$ cat src/rtl/pclock_gen_pkg.sv
`default_nettype none
// ============================================================================
// Module      : pclock_gen_pkg
// Description : Shared types and constants for the pclock_gen clock-pattern
//               generator (state encoding, configuration record, clamp rule).
// Revision    : 1.0 - initial release
// ============================================================================
package pclock_gen_pkg;

    // Width of each configuration field; a wider DW port is truncated to this.
    localparam int c_PCLK_DW = 8;

    localparam logic [1:0] c_ST_IDLE   = 2'd0;
    localparam logic [1:0] c_ST_PHASE  = 2'd1;
    localparam logic [1:0] c_ST_WARMUP = 2'd2;
    localparam logic [1:0] c_ST_RUN    = 2'd3;

    typedef enum logic [1:0] {
        S_IDLE   = c_ST_IDLE,
        S_PHASE  = c_ST_PHASE,
        S_WARMUP = c_ST_WARMUP,
        S_RUN    = c_ST_RUN
    } pclock_state_e;

    typedef struct packed {
        logic [c_PCLK_DW-1:0] div;
        logic [c_PCLK_DW-1:0] high;
        logic [c_PCLK_DW-1:0] phase;
    } pclock_cfg_t;

    localparam pclock_cfg_t c_CFG_RESET = '{
        div:   c_PCLK_DW'(1),
        high:  c_PCLK_DW'(1),
        phase: '0
    };

    // div of 0 behaves as 1; high is forced into 1..div so the output toggles.
    function automatic pclock_cfg_t pclock_clamp(
        input logic [c_PCLK_DW-1:0] div,
        input logic [c_PCLK_DW-1:0] high,
        input logic [c_PCLK_DW-1:0] phase
    );
        pclock_cfg_t w_cfg;
        w_cfg.div   = (div == '0) ? c_PCLK_DW'(1) : div;
        w_cfg.high  = (high == '0) ? c_PCLK_DW'(1)
                    : ((high > w_cfg.div) ? w_cfg.div : high);
        w_cfg.phase = phase;
        return w_cfg;
    endfunction

endpackage
`default_nettype wire

$ cat src/rtl/pclock_cfg_sync.sv
`default_nettype none
// ============================================================================
// Module      : pclock_cfg_sync
// Description : Configuration handshake, clamp and pending register for
//               pclock_gen. Optional macro: PCLOCK_GEN_PHASE_EN.
// Revision    : 1.0 - initial release
// ============================================================================
module pclock_cfg_sync
    import pclock_gen_pkg::*;
#(
    parameter int DW = c_PCLK_DW
) (
    input  logic          clock,
    input  logic          rst_n,
    input  logic          cfg_valid,
    output logic          cfg_ready,
    input  logic [DW-1:0] cfg_div,
    input  logic [DW-1:0] cfg_high,
    input  logic [DW-1:0] cfg_phase,
    input  logic          idle,
    input  logic          go_idle,
    input  logic          wrap,
    output logic          apply,
    output pclock_cfg_t   act,
    output pclock_cfg_t   act_nxt
);

    pclock_cfg_t          r_act;
    pclock_cfg_t          r_pend;
    logic                 r_pend_vld;
    logic                 r_ready;
    pclock_cfg_t          w_new;
    pclock_cfg_t          w_act_nxt;
    pclock_cfg_t          w_pend_nxt;
    logic                 w_pend_vld_nxt;
    logic                 w_accept;
    logic [c_PCLK_DW-1:0] w_raw_phase;

`ifdef PCLOCK_GEN_PHASE_EN
    assign w_raw_phase = c_PCLK_DW'(cfg_phase);
`else
    logic w_unused_phase;
    assign w_unused_phase = ^cfg_phase;
    assign w_raw_phase    = '0;
`endif

    assign w_new    = pclock_clamp(c_PCLK_DW'(cfg_div), c_PCLK_DW'(cfg_high), w_raw_phase);
    assign w_accept = cfg_valid && r_ready;
    assign apply    = r_pend_vld && wrap;

    always_comb begin
        w_act_nxt      = r_act;
        w_pend_nxt     = r_pend;
        w_pend_vld_nxt = r_pend_vld;
        if (idle) begin
            if (w_accept) w_act_nxt = w_new;
        end else if (go_idle) begin
            // Leaving for IDLE: whatever was offered last becomes active now.
            w_pend_vld_nxt = 1'b0;
            if (w_accept)        w_act_nxt = w_new;
            else if (r_pend_vld) w_act_nxt = r_pend;
        end else if (apply) begin
            w_act_nxt      = r_pend;
            w_pend_vld_nxt = 1'b0;
        end else if (w_accept) begin
            w_pend_nxt     = w_new;
            w_pend_vld_nxt = 1'b1;
        end
    end

    always_ff @(posedge clock or negedge rst_n) begin
        if (!rst_n) begin
            r_act      <= c_CFG_RESET;
            r_pend     <= c_CFG_RESET;
            r_pend_vld <= 1'b0;
            r_ready    <= 1'b0;
        end else begin
            r_act      <= w_act_nxt;
            r_pend     <= w_pend_nxt;
            r_pend_vld <= w_pend_vld_nxt;
            r_ready    <= !w_pend_vld_nxt;
        end
    end

    assign act       = r_act;
    assign act_nxt   = w_act_nxt;
    assign cfg_ready = r_ready;

endmodule
`default_nettype wire

$ cat src/rtl/pclock_gen.sv
`default_nettype none
// ============================================================================
// Module      : pclock_gen
// Description : Programmable divided clock / strobe generator with glitch-free
//               reconfiguration and lock flag. Optional macro: PCLOCK_GEN_PHASE_EN.
// Revision    : 1.0 - initial release
// ============================================================================
module pclock_gen
    import pclock_gen_pkg::*;
#(
    parameter int DW     = c_PCLK_DW,
    parameter int WARMUP = 100          // must be at least 1
) (
    input  logic          clock,
    input  logic          rst_n,
    input  logic          enable,
    input  logic          cfg_valid,
    output logic          cfg_ready,
    input  logic [DW-1:0] cfg_div,
    input  logic [DW-1:0] cfg_high,
    input  logic [DW-1:0] cfg_phase,
    output logic          gclk_out,
    output logic          rise_pulse,
    output logic          fall_pulse,
    output logic          locked
);

    localparam int              c_PW        = $clog2(WARMUP + 1);
    localparam logic [c_PW-1:0] c_WARM_LAST = c_PW'(WARMUP - 1);
    localparam logic [c_PW-1:0] c_WARM_MAX  = c_PW'(WARMUP);

    pclock_state_e        r_state;
    pclock_state_e        w_state_nxt;
    pclock_state_e        w_start_state;
    pclock_cfg_t          w_act;
    pclock_cfg_t          w_act_nxt;
    logic [c_PCLK_DW-1:0] r_cnt;
    logic [c_PW-1:0]      r_pcnt;
    logic                 w_idle;
    logic                 w_go_idle;
    logic                 w_gen;
    logic                 w_wrap;
    logic                 w_apply;

    assign w_idle    = (r_state == S_IDLE);
    assign w_go_idle = !w_idle && !enable;
    assign w_gen     = enable && ((r_state == S_WARMUP) || (r_state == S_RUN));
    assign w_wrap    = w_gen && (r_cnt == w_act.div);

    pclock_cfg_sync #(
        .DW (DW)
    ) u_cfg (
        .clock     (clock),
        .rst_n     (rst_n),
        .cfg_valid (cfg_valid),
        .cfg_ready (cfg_ready),
        .cfg_div   (cfg_div),
        .cfg_high  (cfg_high),
        .cfg_phase (cfg_phase),
        .idle      (w_idle),
        .go_idle   (w_go_idle),
        .wrap      (w_wrap),
        .apply     (w_apply),
        .act       (w_act),
        .act_nxt   (w_act_nxt)
    );

`ifdef PCLOCK_GEN_PHASE_EN
    logic [c_PCLK_DW-1:0] r_phcnt;
    logic                 w_phase_done;

    // Decided on the configuration that becomes active at this same edge.
    assign w_start_state = (w_act_nxt.phase != '0) ? S_PHASE : S_WARMUP;
    assign w_phase_done  = (r_phcnt == (w_act.phase - c_PCLK_DW'(1)));

    always_ff @(posedge clock or negedge rst_n) begin
        if (!rst_n)
            r_phcnt <= '0;
        else if ((r_state == S_PHASE) && enable)
            r_phcnt <= r_phcnt + c_PCLK_DW'(1);
        else
            r_phcnt <= '0;
    end
`else
    logic w_unused_phase;
    assign w_unused_phase = ^{w_act.phase, w_act_nxt.phase};
    assign w_start_state  = S_WARMUP;
`endif

    always_comb begin
        w_state_nxt = r_state;
        case (r_state)
            S_IDLE:   if (enable) w_state_nxt = w_start_state;
`ifdef PCLOCK_GEN_PHASE_EN
            S_PHASE:  if (w_phase_done) w_state_nxt = S_WARMUP;
`endif
            S_WARMUP: if (w_wrap && (r_pcnt == c_WARM_LAST)) w_state_nxt = S_RUN;
            S_RUN:    w_state_nxt = S_RUN;
            default:  w_state_nxt = S_IDLE;
        endcase
        if (w_go_idle)
            w_state_nxt = S_IDLE;
        else if (w_apply)
            w_state_nxt = w_start_state;
    end

    always_ff @(posedge clock or negedge rst_n) begin
        if (!rst_n) begin
            r_state    <= S_IDLE;
            r_cnt      <= '0;
            r_pcnt     <= '0;
            gclk_out   <= 1'b0;
            rise_pulse <= 1'b0;
            fall_pulse <= 1'b0;
            locked     <= 1'b0;
        end else begin
            r_state <= w_state_nxt;
            if (w_gen && !w_apply) begin
                r_cnt <= w_wrap ? '0 : (r_cnt + c_PCLK_DW'(1));
                if (w_wrap && (r_pcnt != c_WARM_MAX))
                    r_pcnt <= r_pcnt + c_PW'(1);
            end else begin
                r_cnt  <= '0;
                r_pcnt <= '0;
            end
            // The apply edge still emits the last cycle of the old period.
            gclk_out   <= w_gen && (r_cnt < w_act.high);
            rise_pulse <= w_gen && (r_cnt == '0);
            fall_pulse <= w_gen && (r_cnt == w_act.high);
            // Rises one edge after entering RUN, drops on the edge leaving it.
            locked     <= (r_state == S_RUN) && (w_state_nxt == S_RUN);
        end
    end

endmodule
`default_nettype wire
$ cat config.mk
export PLATFORM = sky130hd
export DESIGN_NAME = pclock_gen
export DESIGN_NICKNAME = d
export VERILOG_FILES = /design/src/rtl/pclock_gen_pkg.sv /design/src/rtl/pclock_cfg_sync.sv /design/src/rtl/pclock_gen.sv
export SDC_FILE = /design/constraint.sdc
export NUM_CORES = 1
export LEC_CHECK = 0
export ABC_AREA = 1
export BUFFER_PORTS_ARGS = -buffer_cell sky130_fd_sc_hd__buf_2
export CORE_AREA = 3 3 67 117
export DETAILED_ROUTE_END_ITERATION = 12
export DIE_AREA = 0 0 70 120
export HOLD_SLACK_MARGIN = 0.06
export PLACE_DENSITY = 0.69
export SLEW_MARGIN = 40
export SYNTH_ARGS = -nofsm -noshare
export SYNTH_HDL_FRONTEND = slang
export SYNTH_SLANG_ARGS = --single-unit
$ cat constraint.sdc
create_clock -name clock -period 1.85 [get_ports clock]
set_input_delay 0.37 -clock clock [delete_from_list [all_inputs] [get_ports clock]]
set_output_delay 0.37 -clock clock [all_outputs]
set_load 0.05 [all_outputs]
# After elaboration in Yosys (flattened, before gate mapping)
# Index checks and enable logic that the tools add are counted.
# op_classes
n_mux,22
order_cmp,2
shift,0
reduce_logical,24
eq_ne,10
bitwise,3
n_addsub,2
n_div,0
mul,0
# op_table
op,count
$mux W24,6
$mux W8,5
$logic_not A8 Y1,3
$eq A8 B8 Y1,2
$mux W7,2
$logic_and A1 B1 Y1,12
$add A8 B1 Y8 const B,1
$gt A8 B8 Y1,1
$lt A8 B8 Y1,1
$mux W2,4
$add A7 B1 Y7 const B,1
$eq A7 B7 Y1 const B,1
$ne A7 B7 Y1 const B,1
$eq A2 B2 Y1 const B,3
$pmux W2 S3,1
$logic_not A1 Y1,4
$mux W1,4
$ne A2 B1 Y1 const B,2
$reduce_and A4 Y1,1
$ne A3 B3 Y1 const B,1
$not A1 Y1,3
$reduce_and A3 Y1,1
$reduce_bool A3 Y1,1
$logic_not A2 Y1,1
$logic_or A1 B1 Y1,1
# word_totals
ramBits,0
output_inout_bits,5
latchBits,0
inputBits,28
reg_bits,55
romBits,0
n_memories,0
word_cells,76

# Logic depth before layout (Yosys ltp)
# Gate-level depths: netlist of the first run.
# depth
depth_word,11
mapped_depth,15
depth_no_buf,15

# Hierarchy
# A second synthesis of the first run with hierarchy kept.
# unflattened
cells_unflattened,549
area_unflattened_um2,4257.8
# by_module_without_submodules
mod,cells_per_inst,area_per_inst_um2,seq_area_each_um2,n_inst
pclock_cfg_sync,353,2742.6,1056.0,1
pclock_gen,196,1515.2,525.5,1

# Least setup slack after synthesis of the first run
# OpenSTA, ideal clock, no wires.
# synth_path
path_type,input -> register
from,input cfg_div[1]
to,register u_cfg.r_act (netlist bit u_cfg.act[10])
slack_ns,-0.034
setup_ns,0.116
t_arrival_ns,1.768
n_path_buf,0
stages,15
t_required_ns,1.734
path_cell_list,inv_1 nand4_1 o21bai_1 ha_1 o21bai_1 nand2_1 nand2_1 nand2_1 nand2_1 nand2_1 nand2_1 nand3_1 nand2_1 nand2_1 nand2_1
# synth_rtl
item,line,rtl
from (decl),pclock_gen.sv:19,"input logic [DW-1:0] cfg_div,"
to (signal assigned),pclock_cfg_sync.sv:73,r_act <= c_CFG_RESET;
to (signal assigned),pclock_cfg_sync.sv:78,r_act <= w_act_nxt;
to (decl),pclock_cfg_sync.sv:28,pclock_cfg_t r_act;

# Worst setup path in the final report of the first run
# layout_path
from,register u_cfg.r_act (netlist bit u_cfg.act[16])
to,register u_cfg.r_pend[18] (netlist name)
# layout_via
elab_chain_cells,5
# layout_rtl
item,line,rtl
$eq A8 B8 Y1,pclock_gen.sv:48,assign w_wrap = w_gen && (r_cnt == w_act.div);
$logic_and A1 B1 Y1,pclock_gen.sv:48,
$logic_and A1 B1 Y1,pclock_cfg_sync.sv:49,assign apply = r_pend_vld && wrap;
$not A1 Y1 (no line),--,
$reduce_and A4 Y1 (no line),--,
to (signal assigned),pclock_cfg_sync.sv:74,r_pend <= c_CFG_RESET;
to (signal assigned),pclock_cfg_sync.sv:79,r_pend <= w_pend_nxt;
to (decl),pclock_cfg_sync.sv:29,pclock_cfg_t r_pend;
# Every way passes these cells.
# A chain may end at the register's enable or synchronous reset.

==> results.md, run 1 <==
* Share of flip-flops with an asynchronous set or reset at 1.00
* Post-synth top area cell: dfrtp_1
* Power Density at 829 mW/mm²
* Later-pin clock latency in the skew report at about 0.29 ns
* Least-Margin Pin Slew at around 0.45 ns
* Top FF cell, synth: dfrtp_1
* Number of global-route vias before repair at 2992
* Top cells by area, synth: dfrtp_1, nand2_1, ha_1
* Worst hold path class: in -> async
* Skew final at roughly 0.0044 ns
* CP Class: reg -> reg
* Synth Cell Area at around 0.0033 mm²
* DIE AREA at around 0.0084 mm²
* I/O Buffers at 24
* TNS Setup at 0 ns
* Max Buffers Root-to-Sink at 2
* Worst-path fanout max at 23
* Maxcap violations at 0
* Gr ovfl total at 0
* Dpl cells at slightly below 600
* Cell row count at 41
* Initial core utilization at 0.460
* First-pass GRT wire length at 13100 µm
* Top-area cell type share of the netlist area at 0.392
* Largest net degree at the start of global routing at 56
* Final ANT Viol Nets at 0
* Post-DP HPWL at roughly 6000 µm
* Tmin final at around 1.8 ns
* CP Launch Type: flop
* Leak at 0.00217 µW
* Number of antenna repair diodes at 0
* Post-route cell area at around 0.004 mm²
* Drc violations at 0
* Synth unique cells at 29
* DR pass1 iterations at 4
* Crit share post-route at 0.953
* TritonCTS clock tree: built
* Clk pin slew, worst setup/hold paths at 0.07 ns
* Syn nets at 487
* Clk root buf: clkbuf_16
* Total wire length at roughly 7800 µm
* Max Freq at 0.567 GHz
* Core Area at roughly 0.007 mm²
* Final Hold Vio Count at 0
* Post-synthesis sequential area ratio at 0.424
* RD Place Congestion at 0.971
* Layout cells sized above 1 at 0.217
* # fillers at 678
* Cell Count, Final, Fillers Out at 606
* Overall global routing resource usage at 0.196
* Seq cells post-synth at 55
* Inserted Clock Buffers at 5
* NumNets Final at roughly 570
* Mapped Cells at 439
* DP Area at 0.00388 mm²
* Final setup fails at 0
* Status: completed
* CP endpoint kind: flop
* Die height at ~120 µm
* Area grow syn2layout at 26.3%
* Slew Limit Fails at 0
* WP data required at 2.06 ns
* Sink Count at 55
* Vias at ~3000
* Relative max-transition margin at 0.698
* Yosys synthesis warning count at 0
* CP Data Arrival Time at 1.97 ns
* # IOs at 33
* Number of enable flip-flop cells after synthesis at 0
* Via-per-instance ratio at 4.99
* Drt first-iter violations at 230
* Number of hold buffers added after cts at 0
* H-Tree Depth at 2
* Initial antenna violation count at 0
* Max VDD drop at approximately 0.61 mV
* WL/cell at 12.9 µm
* Die W at 70 µm
* RSZ-0062 raised after global routing: true
* Syn_area_per_cell at 7.42 µm²
path summary, 6_finish.rpt:
path / from / to / slack (ns) / depth (start not counted)
setup / recovery: u_cfg.act[16]$_DFFE_PN1P_ / u_cfg.r_pend[18]$_DFFE_PN0P_ / 0.09 / 12
hold / removal: rst_n / r_cnt[4]$_DFF_PN0_ / 0.06 / 2
setup reg to reg: u_cfg.act[16]$_DFFE_PN1P_ / u_cfg.r_pend[18]$_DFFE_PN0P_ / 0.09 / 12
max in group asynchronous: rst_n / u_cfg.act[16]$_DFFE_PN1P_ / 1.49 / 2
min in group clock: cfg_high[0] / u_cfg.r_pend[8]$_DFFE_PN1P_ / 0.45 / 5
hold reg to reg: u_cfg.r_pend[8]$_DFFE_PN1P_ / u_cfg.r_pend[8]$_DFFE_PN1P_ / 0.47 / 2
cells in the final DEF, fill, tap and decap left out, types with 4 or more instances in the layout:
| master | instances |
|---|---|
| nand2_1 | 125 |
| inv_1 | 59 |
| nor2_1 | 38 |
| buf_2 | 24 |
| ha_1 | 20 |
| dfrtp_1 | 51 |
| xor2_1 | 6 |
| nand3_1 | 31 |
| inv_2 | 7 |
| clkbuf_16 | 5 |
| o21ai_0 | 34 |
| o21ai_1 | 4 |
| buf_4 | 52 |
| nand4_1 | 10 |
| dfstp_2 | 4 |
| nor3_1 | 8 |
| a21oi_1 | 10 |
layer usage:
layer,track usage,share of wire
met3,0.0360,0.028
met2,0.379,0.57
met1,0.195,0.36
met5,0,0
met4,0.0935,0.041
synth_stat cells, types with 2 or more instances:
cell type and count:
buf_2 2, o21bai_1 2, nor3_1 8, o21ai_0 37
nand4_1 10, inv_1 63, nor2_1 40, dfrtp_1 51
xor2_1 6, xnor2_1 3, ha_1 20, nor4_1 3
inv_2 4, a21oi_1 10, dfstp_2 4, nor2_2 3
buf_6 3, nand2_1 128, nand3_1 32
worst max-delay path: stages (launching register included):
cell and delay (ns):
dfstp_2 0.54, inv_2 0.05, nor2_1 0.08, inv_1 0.06, nand3_1 0.06, nor2_1 0.04
buf_4 0.15, nand3_4 0.12, nand2_4 0.07, nor2_4 0.13, inv_2 0.06, buf_12 0.15
o21ai_0 0.17
state kept, by name, indices dropped and copies added (netlist names):
register and flops:
u_cfg.act 16, u_cfg.r_pend 16, r_cnt 8, r_pcnt 7
r_state 2, fall_pulse 1, gclk_out 1, locked 1
rise_pulse 1, u_cfg.cfg_ready 1, u_cfg.r_pend_vld 1
layout make-up:
class | instances | area [µm²] | share of cell area
multi-input cells | 310 | 1630 | 0.397
flip-flops and latches | 55 | 1380 | 0.336
repair buffers | 80 | 582 | 0.142
inverters | 67 | 254 | 0.0618
clock buffers | 6 | 139 | 0.0338
well taps | 86 | 108 | 0.0262
clock inverters | 2 | 16.3 | 0.00396
cell families after synthesis:
logic type                 after synthesis  synth area share
DFF                                     55             0.424
adders and majority gates               20            0.0769
xor gates and xnor gates                 9            0.0242
buffers and inverters                   74            0.0934
and+or+nand+nor                        226             0.291
AOI/OAI and AO/OA                       55            0.0903
repair_timing:
item                       in CTS  in global routing
pin swaps                       0                  4
setup buffers                   0                  2
resized for setup               1                 21
setup endpoints to repair       1                 37
stage by stage:
step           power, µW  hold slack (ns)   util  worst slack, ns
6_report            3410           0.0621  0.581           0.0876
5_1_grt             3640           0.0779  0.581         -0.00690
4_1_cts             3410           0.0761  0.570          0.00827
3_5_place_dp        2420            0.390  0.548           -0.254
3_3_place_gp        2380            0.390  0.548           -0.210
2_1_floorplan       2110           0.0744      -           0.0101
where the power goes:
group	switching [µW]	internal, µW	leakage, µW
combinational	525	359	0.00140
clock	437	542	0.0000731
sequential	115	1430	0.000702
total	1080	2330	0.00217
Note: power is estimated with default switching activity, not from simulation.
==> run 2: changes to the inputs <==
--- a/config.mk
+++ b/config.mk
@@ -9,5 +9,6 @@
 export BUFFER_PORTS_ARGS = -buffer_cell sky130_fd_sc_hd__buf_2
-export CORE_AREA = 3 3 67 117
+export CORE_AREA = 2 2 66 116
 export DETAILED_ROUTE_END_ITERATION = 12
-export DIE_AREA = 0 0 70 120
+export DIE_AREA = 0 0 68 118
+export GPL_TIMING_DRIVEN = 0
 export HOLD_SLACK_MARGIN = 0.06
==> constraint.sdc (replaced) <==
create_clock -name clock -period 1.85 [get_ports clock]
set_input_delay 0.185 -clock clock [delete_from_list [all_inputs] [get_ports clock]]
set_output_delay 0.185 -clock clock [all_outputs]
set_load 0.05 [all_outputs]
==> run 2 against run 1 <==
Clock skew fell by 0.0015 ns. Sequential cell count is the same. Non-clock buffer count decreased by 37.
==> results.md, run 2 (synthesis results as in run 1) <==
* Status: completed
* Final Hold Vio Count at 0 (unchanged)
* Net Sw Frac at 0.317 (+0.00138)
* Commonest non-fill, non-tap cell in the layout: nand2_1
* Later-pin clock latency in the skew report at 0.30 ns (about the same)
* Least-Margin Pin Slew at 0.700 ns (+0.247 ns)
* Crit share post-route at 0.954 (+0.00116)
* Clock Power Share at 0.305 (+0.018)
* First-pass GRT wire length at 13100 µm (unchanged)
* # fillers at 666 (-1.8%)
* TritonCTS clock tree: built
* Drt first-iter violations at 119 (-48%)
* RD Place Congestion at 0.871 (-10%)
* Max VDD drop at 0.609 mV (+0.41%)
* I/O Buffers at 24 (unchanged)
* Post-route cell area at 0.00391 mm² (-4.9%)
* Worst hold path class: in -> reg
* Multi-input gate area at 0.00171 mm² (+4.8%)
* Most frequent cells in the layout: nand2_1, inv_1, dfrtp_1
* Seq pwr share at 0.447 (-0.007)
* CP Launch Point: u_cfg.act[16]$_DFFE_PN1P_
* Final Util at 0.552 (-0.0283)
* Maxcap violations at 0 (unchanged)
* Worst-path fanout max at 6 (-74%)
* Worst r2r src: u_cfg.act[16]$_DFFE_PN1P_
* Power Density at 894 mW/mm² (+7.8%)
* Combinational power share at 0.248 (-0.011)
* Largest net degree at the start of global routing at 56 (unchanged)
* Clk pin slew, worst setup/hold paths at 0.07 ns (about the same)
* CP endpoint kind: flop
* Drc violations at 0 (unchanged)
* Final setup fails at 0 (unchanged)
* Setup crit end: u_cfg.r_pend[12]$_DFFE_PN0P_
* Worst Reg2Reg Path Length in Cells at 13 (+1)
* Number of antenna repair diodes at 0 (unchanged)
* R2R Path End: u_cfg.r_pend[12]$_DFFE_PN0P_
* Final Hold Slack at 0.180 ns (+0.118 ns)
* Tmin final at 1.76 ns (+0.00214 ns)
* RSZ-0062 raised after global routing: true
* Die height at 118 µm (-1.7%)
* Final ANT Viol Nets at 0 (unchanged)
* Area grow syn2layout at 20.1%
* Overall global routing resource usage at 0.215 (+0.0193)
* Flop2flop setup slack at 0.09 ns (about the same)
* # IOs at 33 (unchanged)
* Net switching power at 1110 µW (+3.0%)
* WP data required at 2.04 ns (-0.02 ns)
* Internal power at 2390 µW (+2.4%)
* Design Power at 3500 µW (+2.6%)
* Layout cells sized above 1 at 0.205 (-0.0119)
* Inserted Clock Buffers at 5 (unchanged)
* Core Area at 0.00708 mm² (unchanged)
* Total wire length at 8050 µm (+3.3%)
* Via-per-instance ratio at 5.13 (+2.8%)
* Die W at 68 µm (-2.9%)
* DIE AREA at 0.00802 mm² (-4.5%)
* Vias at 2913 (-3.6%)
* H-Tree Depth at 2 (unchanged)
* Gr ovfl total at 0 (unchanged)
* Post-DP HPWL at 5930 µm (-4.0%)
* Max Freq at 0.567 GHz (-0.12%)
* Initial antenna violation count at 0 (unchanged)
* CP Data Arrival Time at 1.95 ns (-0.02 ns)
* Sink Count at 55 (unchanged)
* Relative max-transition margin at 0.533 (-0.164)
* Slew Limit Fails at 0 (unchanged)
* Seq. cell area at 0.00139 mm² (+0.63%)
* NumNets Final at 530 (-6.5%)
* Clk root buf: clkbuf_16
* CP Class: reg -> reg
* Cell row count at 41 (unchanged)
* Skew final at 0.00296 ns (-0.00146 ns)
* CP Launch Type: flop
* DP Area at 0.00349 mm² (-10%)
* DR pass1 iterations at 4 (unchanged)
* Number of global-route vias before repair at 2921 (-2.4%)
* Initial core utilization at 0.460 (unchanged)
* Max Buffers Root-to-Sink at 2 (unchanged)
* WL/cell at 14.2 µm (+10%)
* Leak at 0.00199 µW (-8.3%)
[run 2: critical path, cell delays in order, from the launching register on]
cell and delay [ns]:
dfstp_2 0.57, inv_4 0.06, nor2_4 0.10, inv_2 0.05, nand3_4 0.08, nor2_4 0.06, nand3_4 0.10, nand2_4 0.07
nor2_4 0.13, inv_2 0.06, buf_6 0.14, clkbuf_16 0.16, nand2_2 0.04, o21ai_1 0.05
[run 2: final cells by class]
class,instances,area share
plain buffers,7,0.0144
clock buffers,5,0.0320
clock inverters,2,0.00960
inverters,67,0.0649
multi-input cells,310,0.437
flip-flops and latches,55,0.355
well taps,86,0.0275
repair buffers,36,0.0589
[run 2: worst min path at each step]
stage,start,endpoint,slack [ns],depth (start not counted)
finish,cfg_div[2],u_cfg.r_pend[18]$_DFFE_PN0P_,0.18,3
global placement,u_cfg.r_pend[8]$_DFFE_PN1P_,u_cfg.r_pend[8]$_DFFE_PN1P_,0.45,2
global route,cfg_div[1],u_cfg.r_pend[17]$_DFFE_PN0P_,0.18,3
detailed placement,rst_n,r_cnt[0]$_DFF_PN0_,0.28,1
CTS,enable,r_state[1]$_DFF_PN0_,0.19,3
floorplan,rst_n,fall_pulse$_DFF_PN0_,-0.11,0
[run 2: per-stage QoR]
step	TNS, ns	std cells	setup WS, ns
after CTS	0	558	0.00668
after global routing	-0.587	568	-0.0488
final	0	568	0.0855
after detailed placement	-9.16	549	-0.448
after global placement	-8.44	549	-0.454
after floorplan	0	439	0.0422
[run 2: routing by layer]
| metal | vias up | global-route usage | part of all wire |
|---|---|---|---|
| met5 | - | 0 | 0 |
| met4 | 0 | 0.143 | 0.057 |
| met2 | 55 | 0.388 | 0.56 |
| met3 | 24 | 0.0373 | 0.024 |
| li1 | 1481 | - | - |
| met1 | 1353 | 0.209 | 0.35 |
[run 2: power by group through the flow]
stage	registers (µW)	logic [µW]	clock network (µW)
after global routing	1580	999	1130
after floorplan	1560	541	0
after global placement	1560	731	0
final	1560	867	1070
after detailed placement	1570	760	0
after CTS	1550	793	1080
[run 2: repair_timing]
item / CTS / global route
buffers inserted: 1 / 8
resized for setup: 13 / 51
cloned: 0 / 2
pin swaps: 1 / 9
endpoints found under the setup margin: 38 / 40
hold buffers: 1 / 0
hold endpoints to repair: 51 / 0
==> run 3: changes to the inputs <==
CORE_AREA = 2 2 75 131   (was 2 2 66 116)
DIE_AREA = 0 0 77 133   (was 0 0 68 118)
PLACE_DENSITY = 0.68   (was 0.69)
SYNTH_HIERARCHICAL = 1   (was default)
==> run 3 against run 2 <==
The flow now finishes with violations (setup timing). Routed wire length increased by 48%. Sequential share of layout area decreased by 8.3 points. Worst setup slack got worse by 0.32 ns. Non-clock buffer count increased by 38. Clock power about the same. Critical endpoint is now u_cfg/r_pend[10]$_DFFE_PN0P_. Largest power group is now combinational logic. Highest routed layer unchanged.
==> results.md, run 3 <==
* H-Tree Depth at 2 (unchanged)
* CP Launch Point: u_cfg/act[16]$_DFF_PN1_
* First-pass GRT wire length at 18900 µm (+44%)
* Initial antenna violation count at 0 (unchanged)
* Skew final at 0.0109 ns (+0.00793 ns)
* Status: complete, but fails checks
* TritonCTS clock tree: built
* Slowest cell on crit path: dfstp_2
* Inserted Clock Buffers at 5 (unchanged)
* Core Area at 0.00929 mm² (+31%)
* Initial core utilization at 0.429 (-0.0311)
* WL/cell at 16.6 µm (+17%)
* Hold Crit Start: cfg_div[6]
* DIE AREA at 0.0102 mm² (+28%)
* Relative max-transition margin at 0.500 (-0.0330)
* Via-per-instance ratio at 5.49 (+7.1%)
* Most used cell, CP: inv_2
* CP endpoint kind: flop
* Seq pwr share at 0.357 (-0.090)
* Gr ovfl total at 0 (unchanged)
* Leak at 0.00248 µW (+25%)
* Maxcap violations at 0 (unchanged)
* WP buf/inv at 7 (+2)
* Max Buffers Root-to-Sink at 2 (unchanged)
* Final Hold Vio Count at 0 (unchanged)
* TNS Setup at -5.62 ns (-5.62 ns)
* WP data required at 2.03 ns (about the same)
* Drc violations at 0 (unchanged)
* Cell row count at 47 (+15%)
* RSZ-0062 raised after global routing: true
* Die height at 133 µm (+13%)
* Sink Count at 55 (unchanged)
* CP Launch Type: flop
* Clk root buf: clkbuf_16
* Layout cells sized above 1 at 0.329 (+0.123)
* Die W at 77 µm (+13%)
* Final ANT Viol Nets at 0 (unchanged)
* Post-DP HPWL at 8050 µm (+36%)
* CP Data Arrival Time at 2.26 ns (+0.31 ns)
* DP Area at 0.00431 mm² (+24%)
* Max Freq at 0.481 GHz (-15%)
* Later-pin clock latency in the skew report at 0.30 ns (about the same)
* Slew Limit Fails at 0 (unchanged)
* Worst r2r src: u_cfg/act[16]$_DFF_PN1_
* Yosys synthesis warning count at 6 (+6)
* Cell Chain, Critical Path: inv_2 > nor2_4 > inv_1 > nand4_1 > nor2_8 > nand2_2 > inv_4 > nor2_8 > inv_2 > nor2_2 > inv_2 > nor2_4 > clkinv_4 > buf_6 > nand2_2 > o21ai_1
* Combinational power share at 0.455 (+0.207)
* Worst-path fanout max at 4 (-2)
* CP Class: reg -> reg
* Area grow syn2layout at 28.0%
* Internal power at 3330 µW (+40%)
* Syn_area_per_cell at 7.63 µm² (+2.9%)
* DR pass1 iterations at 7 (+3)
* Number of global-route vias before repair at 3967 (+36%)
* Commonest non-fill, non-tap cell in the layout: nand2_1
* Worst hold path class: in -> reg
* Final Hold Slack at 0.237 ns (+0.0569 ns)
* Mapped Cells at 522 (+19%)
* Least-Margin Pin Slew at 0.750 ns (+0.0496 ns)
* Final setup fails at 35 (+35)
* Final WS setup at -0.230 ns (-0.316 ns)
* Drt first-iter violations at 310 (+160%)
* Largest net degree at the start of global routing at 56 (unchanged)
* Max VDD drop at 0.626 mV (+2.7%)
* Tmin final at 2.08 ns (+0.316 ns)
* Total wire length at 11900 µm (+48%)
* Syn nets at 570 (+17%)
* Final Util at 0.549 (-0.00374)
* Number of antenna repair diodes at 0 (unchanged)
* Synth Cell Area at 0.00398 mm² (+22%)
* Clk pin slew, worst setup/hold paths at 0.08 ns (about the same)
* Net Sw Frac at 0.425 (+0.108)
* Post-route cell area at 0.00510 mm² (+30%)
* NumNets Final at 640 (+21%)
* Most frequent cells in the layout: nand2_1, inv_1, dfrtp_1
* Failing checks: setup timing
* Net switching power at 2470 µW (+120%)
* Overall global routing resource usage at 0.233 (+0.0175)
* CP top delay family: simple AND/OR/NAND/NOR gates
* Power Density at 1140 mW/mm² (+27%)
* # IOs at 33 (unchanged)
* Slowest stage delay, CP at 0.54 ns (-0.03 ns)
* Crit share post-route at 1.12 (+0.171)
* RD Place Congestion at 0.894 (+2.7%)
* Vias at 3927 (+35%)
* Pre-CTS WS at -0.385 ns (+0.0637 ns)
* I/O Buffers at 24 (unchanged)
* Clock Power Share at 0.188 (-0.117)
[run 3: cell types whose count changed in the layout (fill, tap and decap cells not counted), sizes merged, moves of 5 or more]
cell,previous run,this run
a21oi,11,35
a221oi,0,7
a31oi,1,14
buf,39,74
clkbuf,8,13
inv,67,77
nand2,129,123
nor3,8,3
o21ai,38,46
o22ai,0,5
[run 3: power by group through the flow]
stage / registers [µW] / logic, µW / clock network [µW]
5_1_grt: 2110 / 2900 / 1150
2_1_floorplan: 1940 / 1620 / 0
4_1_cts: 1990 / 2390 / 1100
3_5_place_dp: 1990 / 2130 / 0
6_report: 2070 / 2640 / 1090
3_3_place_gp: 1970 / 2060 / 0
[run 3: what timing repair did]
action                                 CTS  global route
setup endpoints to repair               50            51
pin swaps                               15            14
gates resized for setup                 36            43
gates cloned                             3             0
hold buffers                             1             0
buffers inserted                        29             8
endpoints found under the hold margin   51             0
[run 3: layout make-up]
type                    instances  area, µm²
flip-flops and latches         55       1390
clock buffers                   7        133
repair inverters                1       3.75
repair buffers                 63        497
multi-input cells             371       2440
well taps                     122        153
inverters                      77        307
clock inverters                 1       30.0
plain buffers                  18        145
fillers                       887       4190
[run 3: stage by stage]
step / cells / total power, µW
CTS: 709 / 5480
floorplan: 522 / 3550
global route: 715 / 6160
finish: 715 / 5800
detailed placement: 668 / 4120
global placement: 668 / 4030
[run 3: layer usage]
metal | track usage | up-vias | wire length, µm | part of all wire
met5 | 0 | - | 0 | 0
met4 | 0.172 | 0 | 841 | 0.071
met3 | 0.0259 | 56 | 411 | 0.035
met2 | 0.437 | 151 | 6440 | 0.54
met1 | 0.230 | 1841 | 4200 | 0.35
li1 | - | 1879 | - | -
[run 3: worst paths after layout]
path,to,slack (ns),cells past startpoint
max,u_cfg/r_pend[10]$_DFFE_PN0P_,-0.23,16
min,u_cfg/r_pend[22]$_DFFE_PN0P_,0.24,3
max reg2reg,u_cfg/r_pend[10]$_DFFE_PN0P_,-0.23,16
min reg2reg,u_cfg/r_pend[16]$_DFFE_PN1P_,0.49,2
max in group asynchronous,r_cnt[4]$_DFF_PN0_,0.81,2
min in group asynchronous,u_cfg/cfg_ready$_DFF_PN0_,0.48,2
[run 3: tightest hold or removal path, stage by stage]
cell,delay [ns]
buf_2,0.09
inv_1,0.09
o21ai_2,0.14
